File: src/rtl/cellrv32_bus_initiator_if.sv
`default_nettype none
// +--------------------------------------------------------------------------+
// | Module : cellrv32_bus_initiator_if                                       |
// | Purpose: Processor-internal bus between the load/store initiator and     |
// |          the bus responders (DMEM, IO devices).                          |
// | Signals (named from the initiator's point of view):                      |
// |   bus_rden_o   read strobe (one cycle)                                   |
// |   bus_wren_o   write strobe (one cycle)                                  |
// |   bus_ben_o    byte enables                                              |
// |   bus_addr_o   byte address                                              |
// |   bus_data_o   lane-replicated write data                                |
// |   bus_ticket_o request ticket (1..15)                                    |
// |   bus_data_i   response data, zero when no responder is selected         |
// |   bus_ticket_i response ticket, 0 from unselected responders             |
// |   bus_ack_i    transfer acknowledge                                      |
// |   bus_err_i    transfer error                                            |
// | Modports: master (initiator side), slave (responder side)                |
// | Revision: 1.0 - initial release                                          |
// +--------------------------------------------------------------------------+
interface cellrv32_bus_initiator_if;
  logic        bus_rden_o;
  logic        bus_wren_o;
  logic [3:0]  bus_ben_o;
  logic [31:0] bus_addr_o;
  logic [31:0] bus_data_o;
  logic [3:0]  bus_ticket_o;
  logic [31:0] bus_data_i;
  logic [3:0]  bus_ticket_i;
  logic        bus_ack_i;
  logic        bus_err_i;

  modport master (
    output bus_rden_o, bus_wren_o, bus_ben_o, bus_addr_o, bus_data_o, bus_ticket_o,
    input  bus_data_i, bus_ticket_i, bus_ack_i, bus_err_i
  );

  modport slave (
    input  bus_rden_o, bus_wren_o, bus_ben_o, bus_addr_o, bus_data_o, bus_ticket_o,
    output bus_data_i, bus_ticket_i, bus_ack_i, bus_err_i
  );
endinterface
`default_nettype wire

File: src/rtl/cellrv32_bus_initiator.sv
`default_nettype none
// +--------------------------------------------------------------------------+
// | Module : cellrv32_bus_initiator                                          |
// | Purpose: Single-outstanding load/store bus initiator. Checks alignment,  |
// |          builds byte enables and lane-replicated write data, issues a    |
// |          one-cycle ticketed read/write strobe, waits for the matching    |
// |          response and returns realigned, extended read data.             |
// | Parameters:                                                              |
// |   BUS_TIMEOUT  WAIT cycles before abort (1..1023), timeout build only    |
// | Build option:                                                            |
// |   CELLRV32_BUS_TIMEOUT_EN  define to enable the WAIT-state timeout       |
// | Ports:                                                                   |
// |   clk_i, rstn_i              clock, asynchronous active-low reset        |
// |   req_i, we_i, size_i,       CPU request (sampled only in IDLE)          |
// |   unsigned_i, addr_i, wdata_i                                            |
// |   busy_o, done_o, rdata_o    status, completion pulse, load result       |
// |   bus_err_o, misalign_o,     completion qualifiers (pulse with done_o)   |
// |   timeout_o                                                              |
// |   bus                        initiator side of the processor bus         |
// | Revision: 1.0 - initial release                                          |
// +--------------------------------------------------------------------------+
module cellrv32_bus_initiator #(
  parameter int BUS_TIMEOUT = 255
) (
  input  logic        clk_i,
  input  logic        rstn_i,
  input  logic        req_i,
  input  logic        we_i,
  input  logic [1:0]  size_i,
  input  logic        unsigned_i,
  input  logic [31:0] addr_i,
  input  logic [31:0] wdata_i,
  output logic        busy_o,
  output logic        done_o,
  output logic [31:0] rdata_o,
  output logic        bus_err_o,
  output logic        misalign_o,
  output logic        timeout_o,
  cellrv32_bus_initiator_if.master bus
);

  typedef enum logic [1:0] {
    S_IDLE  = 2'd0,
    S_ISSUE = 2'd1,
    S_WAIT  = 2'd2,
    S_FAULT = 2'd3
  } state_e;

  state_e      state_q, state_d;
  logic [3:0]  ticket_q, ticket_d;
  logic        rden_q, rden_d;
  logic        wren_q, wren_d;
  logic [3:0]  ben_q, ben_d;
  logic [31:0] addr_q, addr_d;
  logic [31:0] wdata_q, wdata_d;
  logic        we_q, we_d;
  logic [1:0]  size_q, size_d;
  logic        uns_q, uns_d;
  logic        done_q, done_d;
  logic [31:0] rdata_q, rdata_d;
  logic        err_q, err_d;
  logic        mis_q, mis_d;
`ifdef CELLRV32_BUS_TIMEOUT_EN
  localparam logic [9:0] TIMEOUT_LAST = 10'(BUS_TIMEOUT - 1);
  logic        to_q, to_d;
  logic [9:0]  cnt_q, cnt_d;
`endif

  logic        misaligned;
  logic [3:0]  ben_new;
  logic [31:0] wdata_new;
  logic [31:0] rdata_aligned;
  logic [7:0]  lane_b;
  logic [15:0] lane_h;
  logic [3:0]  ticket_inc;
  logic        resp_ack;
  logic        resp_err;

  // Request decode: alignment, byte enables, replicated store data.
  always_comb begin
    misaligned = 1'b0;
    ben_new    = 4'b1111;
    wdata_new  = wdata_i;
    case (size_i)
      2'b00: begin
        ben_new   = 4'b0001 << addr_i[1:0];
        wdata_new = {4{wdata_i[7:0]}};
      end
      2'b01: begin
        misaligned = addr_i[0];
        ben_new    = addr_i[1] ? 4'b1100 : 4'b0011;
        wdata_new  = {2{wdata_i[15:0]}};
      end
      default: begin
        misaligned = (addr_i[1:0] != 2'b00);
      end
    endcase
  end

  // Load realignment uses the latched request, not the live CPU inputs.
  always_comb begin
    lane_b        = 8'h00;
    lane_h        = addr_q[1] ? bus.bus_data_i[31:16] : bus.bus_data_i[15:0];
    rdata_aligned = bus.bus_data_i;
    case (addr_q[1:0])
      2'd0:    lane_b = bus.bus_data_i[7:0];
      2'd1:    lane_b = bus.bus_data_i[15:8];
      2'd2:    lane_b = bus.bus_data_i[23:16];
      default: lane_b = bus.bus_data_i[31:24];
    endcase
    case (size_q)
      2'b00:   rdata_aligned = {{24{~uns_q & lane_b[7]}}, lane_b};
      2'b01:   rdata_aligned = {{16{~uns_q & lane_h[15]}}, lane_h};
      default: rdata_aligned = bus.bus_data_i;
    endcase
  end

  // Ticket 0 is reserved for "no responder", so the counter skips it.
  assign ticket_inc = (ticket_q == 4'd15) ? 4'd1 : ticket_q + 4'd1;

  // Only responses carrying our ticket count; anything else is stale.
  assign resp_ack = bus.bus_ack_i & (bus.bus_ticket_i == ticket_q);
  assign resp_err = bus.bus_err_i & (bus.bus_ticket_i == ticket_q);

  always_comb begin
    state_d  = state_q;
    ticket_d = ticket_q;
    rden_d   = 1'b0;
    wren_d   = 1'b0;
    ben_d    = ben_q;
    addr_d   = addr_q;
    wdata_d  = wdata_q;
    we_d     = we_q;
    size_d   = size_q;
    uns_d    = uns_q;
    done_d   = 1'b0;
    rdata_d  = rdata_q;
    err_d    = 1'b0;
    mis_d    = 1'b0;
`ifdef CELLRV32_BUS_TIMEOUT_EN
    to_d     = 1'b0;
    cnt_d    = cnt_q;
`endif
    case (state_q)
      S_IDLE: begin
        if (req_i) begin
          if (misaligned) begin
            // Completion is flagged on entry so done_o shows in the FAULT cycle.
            state_d = S_FAULT;
            done_d  = 1'b1;
            mis_d   = 1'b1;
            rdata_d = 32'h0;
          end else begin
            state_d = S_ISSUE;
            rden_d  = ~we_i;
            wren_d  = we_i;
            ben_d   = ben_new;
            addr_d  = addr_i;
            wdata_d = wdata_new;
            we_d    = we_i;
            size_d  = size_i;
            uns_d   = unsigned_i;
          end
        end
      end
      S_ISSUE: begin
        state_d = S_WAIT;
`ifdef CELLRV32_BUS_TIMEOUT_EN
        cnt_d   = 10'd0;
`endif
      end
      S_WAIT: begin
        if (resp_err) begin
          state_d  = S_IDLE;
          ticket_d = ticket_inc;
          done_d   = 1'b1;
          err_d    = 1'b1;
          rdata_d  = 32'h0;
        end else if (resp_ack) begin
          state_d  = S_IDLE;
          ticket_d = ticket_inc;
          done_d   = 1'b1;
          rdata_d  = we_q ? 32'h0 : rdata_aligned;
        end
`ifdef CELLRV32_BUS_TIMEOUT_EN
        else if (cnt_q == TIMEOUT_LAST) begin
          state_d  = S_IDLE;
          ticket_d = ticket_inc;
          done_d   = 1'b1;
          to_d     = 1'b1;
          rdata_d  = 32'h0;
        end else begin
          cnt_d = cnt_q + 10'd1;
        end
`endif
      end
      S_FAULT: begin
        state_d = S_IDLE;
      end
      default: begin
        state_d = S_IDLE;
      end
    endcase
  end

  always_ff @(posedge clk_i or negedge rstn_i) begin
    if (!rstn_i) begin
      state_q  <= S_IDLE;
      ticket_q <= 4'd1;
      rden_q   <= 1'b0;
      wren_q   <= 1'b0;
      ben_q    <= 4'h0;
      addr_q   <= 32'h0;
      wdata_q  <= 32'h0;
      we_q     <= 1'b0;
      size_q   <= 2'b00;
      uns_q    <= 1'b0;
      done_q   <= 1'b0;
      rdata_q  <= 32'h0;
      err_q    <= 1'b0;
      mis_q    <= 1'b0;
`ifdef CELLRV32_BUS_TIMEOUT_EN
      to_q     <= 1'b0;
      cnt_q    <= 10'd0;
`endif
    end else begin
      state_q  <= state_d;
      ticket_q <= ticket_d;
      rden_q   <= rden_d;
      wren_q   <= wren_d;
      ben_q    <= ben_d;
      addr_q   <= addr_d;
      wdata_q  <= wdata_d;
      we_q     <= we_d;
      size_q   <= size_d;
      uns_q    <= uns_d;
      done_q   <= done_d;
      rdata_q  <= rdata_d;
      err_q    <= err_d;
      mis_q    <= mis_d;
`ifdef CELLRV32_BUS_TIMEOUT_EN
      to_q     <= to_d;
      cnt_q    <= cnt_d;
`endif
    end
  end

  assign busy_o           = (state_q != S_IDLE);
  assign done_o           = done_q;
  assign rdata_o          = rdata_q;
  assign bus_err_o        = err_q;
  assign misalign_o       = mis_q;
`ifdef CELLRV32_BUS_TIMEOUT_EN
  assign timeout_o        = to_q;
`else
  // No timeout hardware: legal BUS_TIMEOUT values are positive, so this is 0.
  assign timeout_o        = (BUS_TIMEOUT < 0);
`endif
  assign bus.bus_rden_o   = rden_q;
  assign bus.bus_wren_o   = wren_q;
  assign bus.bus_ben_o    = ben_q;
  assign bus.bus_addr_o   = addr_q;
  assign bus.bus_data_o   = wdata_q;
  assign bus.bus_ticket_o = ticket_q;

endmodule
`default_nettype wire

File: src/flat_wrapper.sv
// flat-port wrapper written by rule: the top's interface ports become plain ports
module cellrv32_bus_initiator_flat 
#(
  parameter int BUS_TIMEOUT = 255
)
  (clk_i, rstn_i, req_i, we_i, size_i, unsigned_i, addr_i, wdata_i, busy_o, done_o, rdata_o, bus_err_o, misalign_o, timeout_o, bus_bus_rden_o, bus_bus_wren_o, bus_bus_ben_o, bus_bus_addr_o, bus_bus_data_o, bus_bus_ticket_o, bus_bus_data_i, bus_bus_ticket_i, bus_bus_ack_i, bus_bus_err_i);
  cellrv32_bus_initiator_if bus_i ();
  input  logic clk_i;
  input  logic rstn_i;
  input  logic req_i;
  input  logic we_i;
  input  logic [1:0] size_i;
  input  logic unsigned_i;
  input  logic [31:0] addr_i;
  input  logic [31:0] wdata_i;
  output logic busy_o;
  output logic done_o;
  output logic [31:0] rdata_o;
  output logic bus_err_o;
  output logic misalign_o;
  output logic timeout_o;
  output wire logic [$bits(bus_i.bus_rden_o)-1:0] bus_bus_rden_o;
  output wire logic [$bits(bus_i.bus_wren_o)-1:0] bus_bus_wren_o;
  output wire logic [$bits(bus_i.bus_ben_o)-1:0] bus_bus_ben_o;
  output wire logic [$bits(bus_i.bus_addr_o)-1:0] bus_bus_addr_o;
  output wire logic [$bits(bus_i.bus_data_o)-1:0] bus_bus_data_o;
  output wire logic [$bits(bus_i.bus_ticket_o)-1:0] bus_bus_ticket_o;
  input wire logic [$bits(bus_i.bus_data_i)-1:0] bus_bus_data_i;
  input wire logic [$bits(bus_i.bus_ticket_i)-1:0] bus_bus_ticket_i;
  input wire logic [$bits(bus_i.bus_ack_i)-1:0] bus_bus_ack_i;
  input wire logic [$bits(bus_i.bus_err_i)-1:0] bus_bus_err_i;
  assign bus_bus_rden_o = bus_i.bus_rden_o;
  assign bus_bus_wren_o = bus_i.bus_wren_o;
  assign bus_bus_ben_o = bus_i.bus_ben_o;
  assign bus_bus_addr_o = bus_i.bus_addr_o;
  assign bus_bus_data_o = bus_i.bus_data_o;
  assign bus_bus_ticket_o = bus_i.bus_ticket_o;
  assign bus_i.bus_data_i = bus_bus_data_i;
  assign bus_i.bus_ticket_i = bus_bus_ticket_i;
  assign bus_i.bus_ack_i = bus_bus_ack_i;
  assign bus_i.bus_err_i = bus_bus_err_i;
  cellrv32_bus_initiator #(.BUS_TIMEOUT(BUS_TIMEOUT)) u_core (.clk_i(clk_i), .rstn_i(rstn_i), .req_i(req_i), .we_i(we_i), .size_i(size_i), .unsigned_i(unsigned_i), .addr_i(addr_i), .wdata_i(wdata_i), .busy_o(busy_o), .done_o(done_o), .rdata_o(rdata_o), .bus_err_o(bus_err_o), .misalign_o(misalign_o), .timeout_o(timeout_o), .bus(bus_i));
endmodule
File: config.mk
export PLATFORM = sky130hd
export DESIGN_NAME = cellrv32_bus_initiator_flat
export DESIGN_NICKNAME = d
export VERILOG_FILES = /design/src/rtl/cellrv32_bus_initiator_if.sv /design/src/rtl/cellrv32_bus_initiator.sv /design/src/flat_wrapper.sv
export SDC_FILE = /design/constraint.sdc
export NUM_CORES = 1
export LEC_CHECK = 0
export BUFFER_PORTS_ARGS = -buffer_cell sky130_fd_sc_hd__buf_4
export CAP_MARGIN = 0
export CORE_MARGIN = 2
export CORE_UTILIZATION = 45
export CTS_BUF_LIST = sky130_fd_sc_hd__clkbuf_8
export CTS_CLUSTER_SIZE = 10
export DETAILED_ROUTE_END_ITERATION = 6
export HOLD_SLACK_MARGIN = 0.05
export PLACE_DENSITY = 0.86
export SLEW_MARGIN = 10
export SYNTH_ARGS = -nofsm -noshare
export SYNTH_HDL_FRONTEND = slang
export SYNTH_SLANG_ARGS = --single-unit
File: constraint.sdc
create_clock -name clk_i -period 4.4 [get_ports clk_i]
set_clock_uncertainty 0.1 [all_clocks]
set_input_delay 0.66 -clock clk_i [delete_from_list [all_inputs] [get_ports clk_i]]
set_output_delay 0.66 -clock clk_i [all_outputs]
set_load 0.005 [all_outputs]
* Word-level counts from Yosys, hierarchy flattened *
Cells that the tools add are included.

word-level totals
  register bits after elaboration = 115
  output and inout port bits = 111
  input port bits = 109

operators by class
  multiplexer cells = 35
  equality and inequality tests = 12
  add/sub/neg operators = 1
  shifts and indexed selects = 1
  reduce and logical (&&, ||, !) cells = 12
  bitwise logic cells = 7

operators by type and width
  operator             count
  $pmux 32 s2          3
  $mux 32              5
  $pmux 8 s3           1
  $mux 16              1
  $mux 4               4
  $mux 1               13
  $eq 2x1->1 const B   4
  $logic_not 2->1      4
  $mux 2               4
  $pmux 2 s4           1
  $pmux 4 s2           1
  $reduce_bool 2->1    4
  $eq 2x2->1 const B   3
  $add 4x1->4 const B  1
  $and 1x1->1          4
  $eq 4x4->1           1
  $eq 4x4->1 const B   1
  $pmux 1 s2           2
  $reduce_and 2->1     2
  $reduce_and 4->1     1
  $shl 1x2->4 const A  1
  $ne 3x1->1 const B   1
  $not 1->1            3
  $reduce_and 3->1     1
  other kinds (2)      2

* Longest topological paths before layout *
Gate-level depths: netlist (run 1).

  depth in word-level cells = 8
  gate-level depth with buffers = 8

* Least setup slack after synthesis (run 1) *
No wires, ideal clock.

  path type = in2reg
  start point = input bus_bus_ticket_i[1]
  end point = register u_core.rdata_q[16] (netlist: u_core.rdata_o[16])
  path slack = 2.174 ns
  setup time = 0.122 ns
  arrival time = 2.004 ns
  data required time = 4.178 ns
  stages on the path = 7
  path buffers = 2
  path through = xor2_1 -> nor4_4 -> a211o_1 -> buf_6 -> nor2_4 -> buf_6 -> a32o_1

between the ends
  longest elaborated chain between the ends = 4
  elaborated cells on any way between the ends = 7
  those cells by class = 2 x eq/ne; 2 x mux; 2 x bitwise; 1 x reduce/logical

ends and longest elaborated chain
  item                                                                     RTL line                                                      RTL
  start, declared                                                          flat_wrapper.sv:29                                            input wire logic [$bits(bus_i.bus_ticket_i)-1:0] bus_bus_ticket_i;
  $eq 4x4->1 *                                                             cellrv32_bus_initiator.sv:122, cellrv32_bus_initiator.sv:123
  $and 1x1->1 (on tied branches)                                           cellrv32_bus_initiator.sv:123, cellrv32_bus_initiator.sv:122
  $ne 3x1->1 (no source line) / $mux 32 (equally long branches)            -
  $reduce_and 4->1 (no source line) / $pmux 32 s2 (equally long branches)  -
  end signal, assigned                                                     cellrv32_bus_initiator.sv:238                                 rdata_q <= rdata_d;
  end, declared                                                            cellrv32_bus_initiator.sv:60                                  logic [31:0] rdata_q, rdata_d;

Every way passes the cells marked *; elsewhere a longest branch is shown, timed or not.
A chain may end at the register's enable or synchronous reset.

* Worst setup path after layout (run 1) *
  start point = input size_i[1]
  end point = register u_core.wdata_q[3] (netlist: u_core.bus.bus_data_o[3])

between the ends
  longest elaborated chain between the ends = 4
  elaborated cells on any way between the ends = 5
  those cells by class = 1 x eq/ne; 1 x mux; 1 x bitwise; 2 x reduce/logical

ends and longest elaborated chain
  item                                                  RTL line                       RTL
  start, declared                                       flat_wrapper.sv:12             input logic [1:0] size_i;
  $eq 2x1->1 / $logic_not 2->1 (equally long branches)  cellrv32_bus_initiator.sv:84   case (size_i)
  $pmux 1 s2 *                                          cellrv32_bus_initiator.sv:84
  $not 1->1 (no source line) *                          -
  $reduce_and 3->1 (no source line) *                   -
  end signal, assigned                                  cellrv32_bus_initiator.sv:233  wdata_q <= wdata_d;
  end, declared                                         cellrv32_bus_initiator.sv:55   logic [31:0] wdata_q, wdata_d;

Marked as above.

==> implementation parameters, run 1 <==
Parameter                              Value

Outcome
  Outcome ... complete, no violations

Floorplan
  Area of the die ... 12800 um2
  Floorplan core area ... 11600 um2
  Height of the die ... 113 um
  Standard-cell row count ... 39
  Number of ports placed on the die boundary ... 220
  Initial standard-cell utilization of the core ... 0.465
  Die width ... 113 um

Synth
  Number of warnings reported in the yosys synthesis log ... 0
  Number of storage elements in the synthesis netlist ... 115
  Seq/Total Area, Yosys ... 0.535
  Top FF cell, synth ... sky130_fd_sc_hd__dfrtp_1
  Post-synthesis average cell area ... 11.4 um2
  Number of enable flip-flop cells after synthesis ... 0
  Net count after synthesis ... 581
  Cell variety after synth ... 42
  Netlist area before placement ... 5380 um2
  Cells after Synth ... 471
  Share of flip-flops with an asynchronous set or reset ... 1.00

Routing
  Number of DRC markers after the initial detailed-route iteration ... 414
  Number of antenna-violating nets in the routed design ... 0
  First-pass detailed-route iteration total ... 5
  Routed wire length ... 14.9 mm
  Avg Vias per Cell ... 5.56
  Wire length per cell ... 17.8 um
  Number of remaining DRC errors ... 0
  Via count ... 4635

Placed design
  Number of buffer cells added on primary ports ... 218
  Routability congestion estimate ... 0.870
  HPWL after detailed placement ... 10.7 mm
  Cell area after placement ... 7080 um2

GRT
  Antenna violations before repair ... 0
  Global-route wire length before repair ... 23.1 mm
  Pin count of the biggest net entering global routing ... 77
  Via count of the first global-routing pass ... 4644
  Leftover overflow at the end of global routing ... 0
  GRT Util Overall ... 0.231

Timing
  Top achievable clock speed ... 0.389 GHz
  Worst slew margin relative to its limit ... 0.351
  Share of the clock period used by the worst path ... 0.585
  Setup violations, final ... 0
  Summed negative setup slack over all endpoints ... 0 ns
  Transition time at the pin with the least slew margin ... 0.973 ns
  Hold violation count in the final report ... 0
  RSZ-0062 raised after global routing ... false
  Final min period ... 2.57 ns
  Total count of max-transition violations in the final report ... 0

Worst setup path
  Sequence of cells on the critical path ... buf_4 -> nor2_2 -> buf_4 -> o21ai_4 -> buf_4 -> mux2_2
  Highest net fanout along the worst path ... 51
  Crit. End Element ... flip-flop
  Library cell contributing the largest single delay on the critical path ... sky130_fd_sc_hd__buf_4
  Data arrival at the endpoint of the critical path ... 2.79 ns
  Most Frequent Cell on Critical Path ... sky130_fd_sc_hd__buf_4
  Largest stage delay, worst path ... 0.53 ns
  Sort of element at the start of the critical path ... input pin
  Category of cells accounting for the largest share of critical-path delay ... buffers and inverters
  Type of the worst setup path ... input pin to flip-flop
  Critical path buffers and inverters ... 3
  Worst path required time ... 4.62 ns

Clock network
  TritonCTS clock tree ... yes
  Post-cts hold buffer count ... 0
  Post-CTS Setup Bufs ... 0
  Cell at the root of the clock tree ... sky130_fd_sc_hd__clkbuf_8
  Clock Tree Buf Depth ... 2
  Total of cells resized after clock tree synthesis ... 0
  Number of buffers created by CTS ... 17
  CTS clock-pin slew for the worst setup and hold paths ... 0.07 ns
  CTS sink cnt ... 115
  Clock insertion delay at the later pin of the skew report ... 0.43 ns
  Number of H-tree branching levels ... 4

Pwr
  Sequential power share ... 0.375
  Leakage dissipation ... 3.70 nW
  Cell internal power dissipation ... 3.29 mW
  Share of power burned in combinational logic ... 0.413
  Proportion of power drawn by the clock network ... 0.212
  Power density over the cells ... 658 nW/um2
  VDD IR max ... 0.357 mV
  Switching Share ... 0.335
  Switching power ... 1.66 mW

Flow run
  Max-cap violation count ... 0

Cells and area
  Layout overhead on the synthesized area ... 39.5%
  Layout net count ... 787
  Cell area after layout ... 7510 um2
  Share of post-route cells with drive strength above 1 ... 0.454
  Ant. Diodes ... 0

Min path
  Hold/Removal Path Class ... input pin to asynchronous set/reset pin
layout make-up:
class / instances / area (um2)
Tap cell: 143 / 179
Inverter: 14 / 52.6
Multi-Input combinational cell: 303 / 2270
Timing Repair Buffer: 226 / 1700
Fill cell: 915 / 4060
Clock buffer: 22 / 303
Clock inverter: 10 / 128
Sequential cell: 115 / 2880
synthesized netlist by cell type, types with 2 or more instances:
cell                       number  area (um2)
sky130_fd_sc_hd__o22ai_1       17         106
sky130_fd_sc_hd__nand2b_1      17         106
sky130_fd_sc_hd__xnor2_1        2        17.5
sky130_fd_sc_hd__mux2i_1       32         320
sky130_fd_sc_hd__nor3b_1        7        52.6
sky130_fd_sc_hd__xor2_1         4        35.0
sky130_fd_sc_hd__nor3_1         2        10.0
sky130_fd_sc_hd__mux2_2        44         495
sky130_fd_sc_hd__dfrtp_1      114        2850
sky130_fd_sc_hd__a21oi_2        2        17.5
sky130_fd_sc_hd__nand2_1       41         154
sky130_fd_sc_hd__a21o_1         3        22.5
sky130_fd_sc_hd__nand3_1        3        15.0
sky130_fd_sc_hd__o21ai_0       28         140
sky130_fd_sc_hd__buf_1          2        7.51
sky130_fd_sc_hd__clkbuf_1      23        86.3
sky130_fd_sc_hd__o31ai_1       10        75.1
sky130_fd_sc_hd__a211o_1        2        17.5
sky130_fd_sc_hd__a32o_1        17         170
sky130_fd_sc_hd__inv_1         14        52.6
sky130_fd_sc_hd__buf_6          5        56.3
sky130_fd_sc_hd__nor2_1        19        71.3
sky130_fd_sc_hd__nor2b_1        3        18.8
sky130_fd_sc_hd__a22o_1         9        78.8
sky130_fd_sc_hd__mux4_2         2        45.0
sky130_fd_sc_hd__buf_2          7        35.0
sky130_fd_sc_hd__a221oi_1       8        70.1
sky130_fd_sc_hd__buf_4          2        15.0
sky130_fd_sc_hd__a21oi_1       19        95.1
sequential cells by signal, summed over array words and instances (netlist names), 2 cells and up:
name	cells
u_core.bus.bus_addr_o	32
u_core.bus.bus_data_o	32
u_core.rdata_o	32
u_core.bus.bus_ben_o	4
u_core.bus.bus_ticket_o	4
u_core.size_q	2
u_core.state_q	2
path summary, 6_finish.rpt:
path	startpoint	end	slack (ns)	cells past startpoint
setup reg to reg	u_core.bus.bus_ticket_o[0]$_DFFE_PN1P_	u_core.rdata_o[19]$_DFFE_PN0P_	1.91	5
min in group clk_i	we_i	u_core.bus.bus_rden_o$_DFF_PN0_	0.29	2
max in group asynchronous	rstn_i	u_core.bus.bus_addr_o[25]$_DFFE_PN0P_	3.05	2
setup / recovery	size_i[1]	u_core.bus.bus_data_o[3]$_DFFE_PN0P_	1.83	6
hold reg to reg	u_core.bus.bus_ben_o[2]$_DFFE_PN0P_	u_core.bus.bus_ben_o[2]$_DFFE_PN0P_	0.38	2
hold / removal	rstn_i	u_core.bus.bus_ticket_o[2]$_DFFE_PN0P_	0.29	1
placed cells by master, fill, tap and decap left out, drive strengths merged, types with 17 or more instances in the layout:
master / netlist / routed
mux2i: 32 / 32
clkbuf: 23 / 22
o22ai: 17 / 17
buf: 16 / 226
nand2: 41 / 41
nor2: 20 / 20
dfrtp: 114 / 114
a21oi: 21 / 21
nand2b: 17 / 17
o21ai: 29 / 29
mux2: 44 / 44
a32o: 17 / 17
logic make-up (layout without fill, tap and decap cells):
logic type / after synthesis / after routing / synth area share
AOI/OAI and AO/OA: 120 / 120 / 0.155
DFF: 115 / 115 / 0.535
and+or+nand+nor: 97 / 97 / 0.0902
muxes: 78 / 78 / 0.160
buffers and inverters: 53 / 272 / 0.0470
xor gates and xnor gates: 6 / 6 / 0.00977
adders and majority gates: 1 / 1 / 0.00232
other: 1 / 1 / 0.000697
power groups by stage:
stage	clock network [mW]	registers [mW]	logic (mW)
6_report	1.05	1.85	2.04
3_5_place_dp	0	1.86	2.06
2_1_floorplan	0	1.83	1.00
4_1_cts	1.07	1.85	2.06
3_3_place_gp	0	1.84	1.98
5_1_grt	1.13	1.91	2.21
through the flow:
stage               setup slack, ns   util  hold WS [ns]  total power [mW]  instances
floorplan                      2.17      -         0.264              2.84        471
global placement               1.51  0.612         0.363              3.82        801
global route                   1.65  0.649         0.273              5.26        833
CTS                            1.87  0.649         0.250              4.99        833
finish                         1.83  0.649         0.286              4.94        833
detailed placement             1.40  0.612         0.367              3.92        801
per-layer routing:
metal | wire length, um | global-route usage | vias to the layer above | share of wire
met5 | 0 | 0 | - | 0
met4 | 438 | 0.110 | 0 | 0.029
met3 | 1200 | 0.0771 | 43 | 0.081
met2 | 7470 | 0.377 | 219 | 0.50
met1 | 5740 | 0.276 | 2257 | 0.39
li1 | - | - | 2116 | -
No activity file was read; power rests on OpenSTA's default activity.
==> run 2: changes to the inputs <==
- clock period: 4.4 -> 2.6 ns (I/O delays scaled with it)
==> implementation parameters, run 2 (synthesis results as in run 1) <==
Parameter                              Value

Worst setup path
  Crit. End Element ... flip-flop
  Sort of element at the start of the critical path ... flip-flop
  Data arrival at the endpoint of the critical path ... 2.52 ns (-0.27 ns)
  Type of the worst setup path ... flip-flop to flip-flop
  Worst path required time ... 2.86 ns (-1.76 ns)
  Highest net fanout along the worst path ... 28 (-45%)

Timing
  Summed negative setup slack over all endpoints ... 0 ns (unchanged)
  Setup violations, final ... 0 (unchanged)
  Transition time at the pin with the least slew margin ... 0.537 ns (-0.436 ns)
  Total count of max-transition violations in the final report ... 0 (unchanged)
  Share of the clock period used by the worst path ... 0.867
  Hold violation count in the final report ... 0 (unchanged)
  Worst slew margin relative to its limit ... 0.639 (+0.288)
  Top achievable clock speed ... 0.443 GHz
  Final min period ... 2.26 ns
  RSZ-0062 raised after global routing ... false

Routing
  Avg Vias per Cell ... 5.43 (-2.3%)
  Number of remaining DRC errors ... 0 (unchanged)
  Number of antenna-violating nets in the routed design ... 0 (unchanged)
  Via count ... 4559 (-1.6%)
  First-pass detailed-route iteration total ... 5 (unchanged)
  Number of DRC markers after the initial detailed-route iteration ... 296 (-29%)
  Routed wire length ... 14.4 mm (-3.3%)
  Wire length per cell ... 17.1 um (-4.0%)

Placed design
  Number of buffer cells added on primary ports ... 218 (unchanged)
  Routability congestion estimate ... 0.894 (+2.7%)
  # placed instances ... 805 (+0.50%)
  HPWL after detailed placement ... 10.7 mm (about the same)

Floorplan
  Initial standard-cell utilization of the core ... 0.465 (unchanged)
  Number of ports placed on the die boundary ... 220 (unchanged)
  Area of the die ... 12800 um2 (unchanged)
  Standard-cell row count ... 39 (unchanged)
  Die width ... 113 um (unchanged)
  Floorplan core area ... 11600 um2 (unchanged)
  Height of the die ... 113 um (unchanged)

Pwr
  Share of power burned in combinational logic ... 0.417 (+0.004)
  Switching power ... 2.82 mW (+70%)
  Pwr Total ... 8.25 mW (+67%)
  Switching Share ... 0.341 (+0.00629)
  Sequential power share ... 0.384 (+0.009)
  VDD IR max ... 0.634 mV (+77%)
  Proportion of power drawn by the clock network ... 0.198 (-0.014)
  Cell internal power dissipation ... 5.43 mW (+65%)
  Power density over the cells ... 1090 nW/um2 (+66%)
  Leakage dissipation ... 3.70 nW (about the same)

Clock network
  Clock insertion delay at the later pin of the skew report ... 0.43 ns (about the same)
  Post-CTS Setup Bufs ... 0 (unchanged)
  Number of H-tree branching levels ... 4 (unchanged)
  Total of cells resized after clock tree synthesis ... 0 (unchanged)
  CTS sink cnt ... 115 (unchanged)
  TritonCTS clock tree ... yes
  Clock Tree Buf Depth ... 2 (unchanged)
  CTS clock-pin slew for the worst setup and hold paths ... 0.07 ns (about the same)
  Number of buffers created by CTS ... 17 (unchanged)
  Cell at the root of the clock tree ... sky130_fd_sc_hd__clkbuf_8

Cells and area
  Share of post-route cells with drive strength above 1 ... 0.454 (about the same)
  Area of all sequential standard cells ... 2880 um2 (unchanged)
  Layout net count ... 793 (+0.76%)
  FILL cells ... 883 (-3.5%)
  Ant. Diodes ... 0 (unchanged)
  Most used cells in the layout excluding fill and tap cells ... sky130_fd_sc_hd__buf_4 (228), sky130_fd_sc_hd__dfrtp_1 (114), sky130_fd_sc_hd__mux2_2 (44)
  Share of the core filled with cells in the final layout ... 0.653 (+0.00368)
  Most frequent standard cell in the layout excluding fill and tap cells ... sky130_fd_sc_hd__buf_4
  Count of placed standard cells in the final layout, fillers left out ... 839 (+0.72%)
  Multi-input gate area in the final layout ... 2270 um2 (unchanged)
  Layout overhead on the synthesized area ... 40.3%

GRT
  Leftover overflow at the end of global routing ... 0 (unchanged)
  Antenna violations before repair ... 0 (unchanged)
  Global-route wire length before repair ... 22.7 mm (-1.4%)
  GRT Util Overall ... 0.226 (-0.00520)
  Via count of the first global-routing pass ... 4617 (-0.58%)
  Pin count of the biggest net entering global routing ... 95 (+23%)

Min path
  Hold/Removal Path Class ... input pin to flip-flop

Flow run
  Max-cap violation count ... 0 (unchanged)

Outcome
  Outcome ... complete, no violations
run 2: cell types whose count changed in the layout (fill, tap and decap cells not counted), sizes merged:
| cell | delta |
|---|---|
| buf | +4 |
| bufinv | -1 |
| clkbuf | -3 |
| clkinv | -2 |
| clkinvlp | +5 |
| dlygate4sd3 | +2 |
| inv | +1 |
run 2: timing repair:
| action | in CTS | in global routing |
|---|---|---|
| hold buffers | 2 | 0 |
| hold endpoints to repair | 34 | 0 |
| endpoints found under the setup margin | 0 | 0 |
run 2: area by class of cell:
class                   count  area share
multi-input cells         303       0.301
inverters                  14     0.00696
clock inverters            13      0.0181
flip-flops and latches    115       0.381
repair buffers            232       0.235
clock buffers              19      0.0346
well taps                 143      0.0237
run 2: through the flow:
step           instance area (um2)  hold WS, ns  setup WS [ns]
2_1_floorplan                 5380     -0.00559          0.535
3_3_place_gp                  7130        0.268          0.446
3_5_place_dp                  7130        0.276          0.344
4_1_cts                       7550       0.0556          0.333
5_1_grt                       7550       0.0624          0.140
6_report                      7550       0.0913          0.345
run 2: path summary, 6_finish.rpt:
kind / from / slack (ns) / cells after the start / endpoint
min in group asynchronous: rstn_i / 0.37 / 2 / u_core.bus.bus_addr_o[10]$_DFFE_PN0P_
max: u_core.bus.bus_ticket_o[0]$_DFFE_PN1P_ / 0.34 / 6 / u_core.rdata_o[13]$_DFFE_PN0P_
max reg2reg: u_core.bus.bus_ticket_o[0]$_DFFE_PN1P_ / 0.34 / 6 / u_core.rdata_o[13]$_DFFE_PN0P_
min: addr_i[14] / 0.09 / 2 / u_core.bus.bus_addr_o[14]$_DFFE_PN0P_
min reg2reg: u_core.bus.bus_data_o[20]$_DFFE_PN0P_ / 0.38 / 2 / u_core.bus.bus_data_o[20]$_DFFE_PN0P_
max in group asynchronous: rstn_i / 1.29 / 3 / u_core.bus.bus_data_o[21]$_DFFE_PN0P_
run 2: power groups by stage:
stage	Clock (mW)	Combinational [mW]	Sequential, mW
floorplan	0	1.70	3.10
detailed placement	0	3.48	3.19
CTS	1.68	3.48	3.17
global placement	0	3.35	3.14
global route	1.75	3.75	3.28
finish	1.63	3.44	3.17
run 2: metal layers:
layer	GRT usage	share of wire	up-vias
met1	0.267	0.40	2194
met2	0.389	0.50	206
met3	0.0664	0.077	27
li1	-	-	2132
met4	0.0870	0.019	0
met5	0	0	-
run 2: worst max-delay path, stage by stage (launching register included):
cell                       delay, ns
sky130_fd_sc_hd__dfstp_2        0.59
sky130_fd_sc_hd__xor2_1         0.11
sky130_fd_sc_hd__nor4_4         0.53
sky130_fd_sc_hd__a21oi_4        0.16
sky130_fd_sc_hd__buf_4          0.26
sky130_fd_sc_hd__a221oi_1       0.24
sky130_fd_sc_hd__a22o_1         0.18
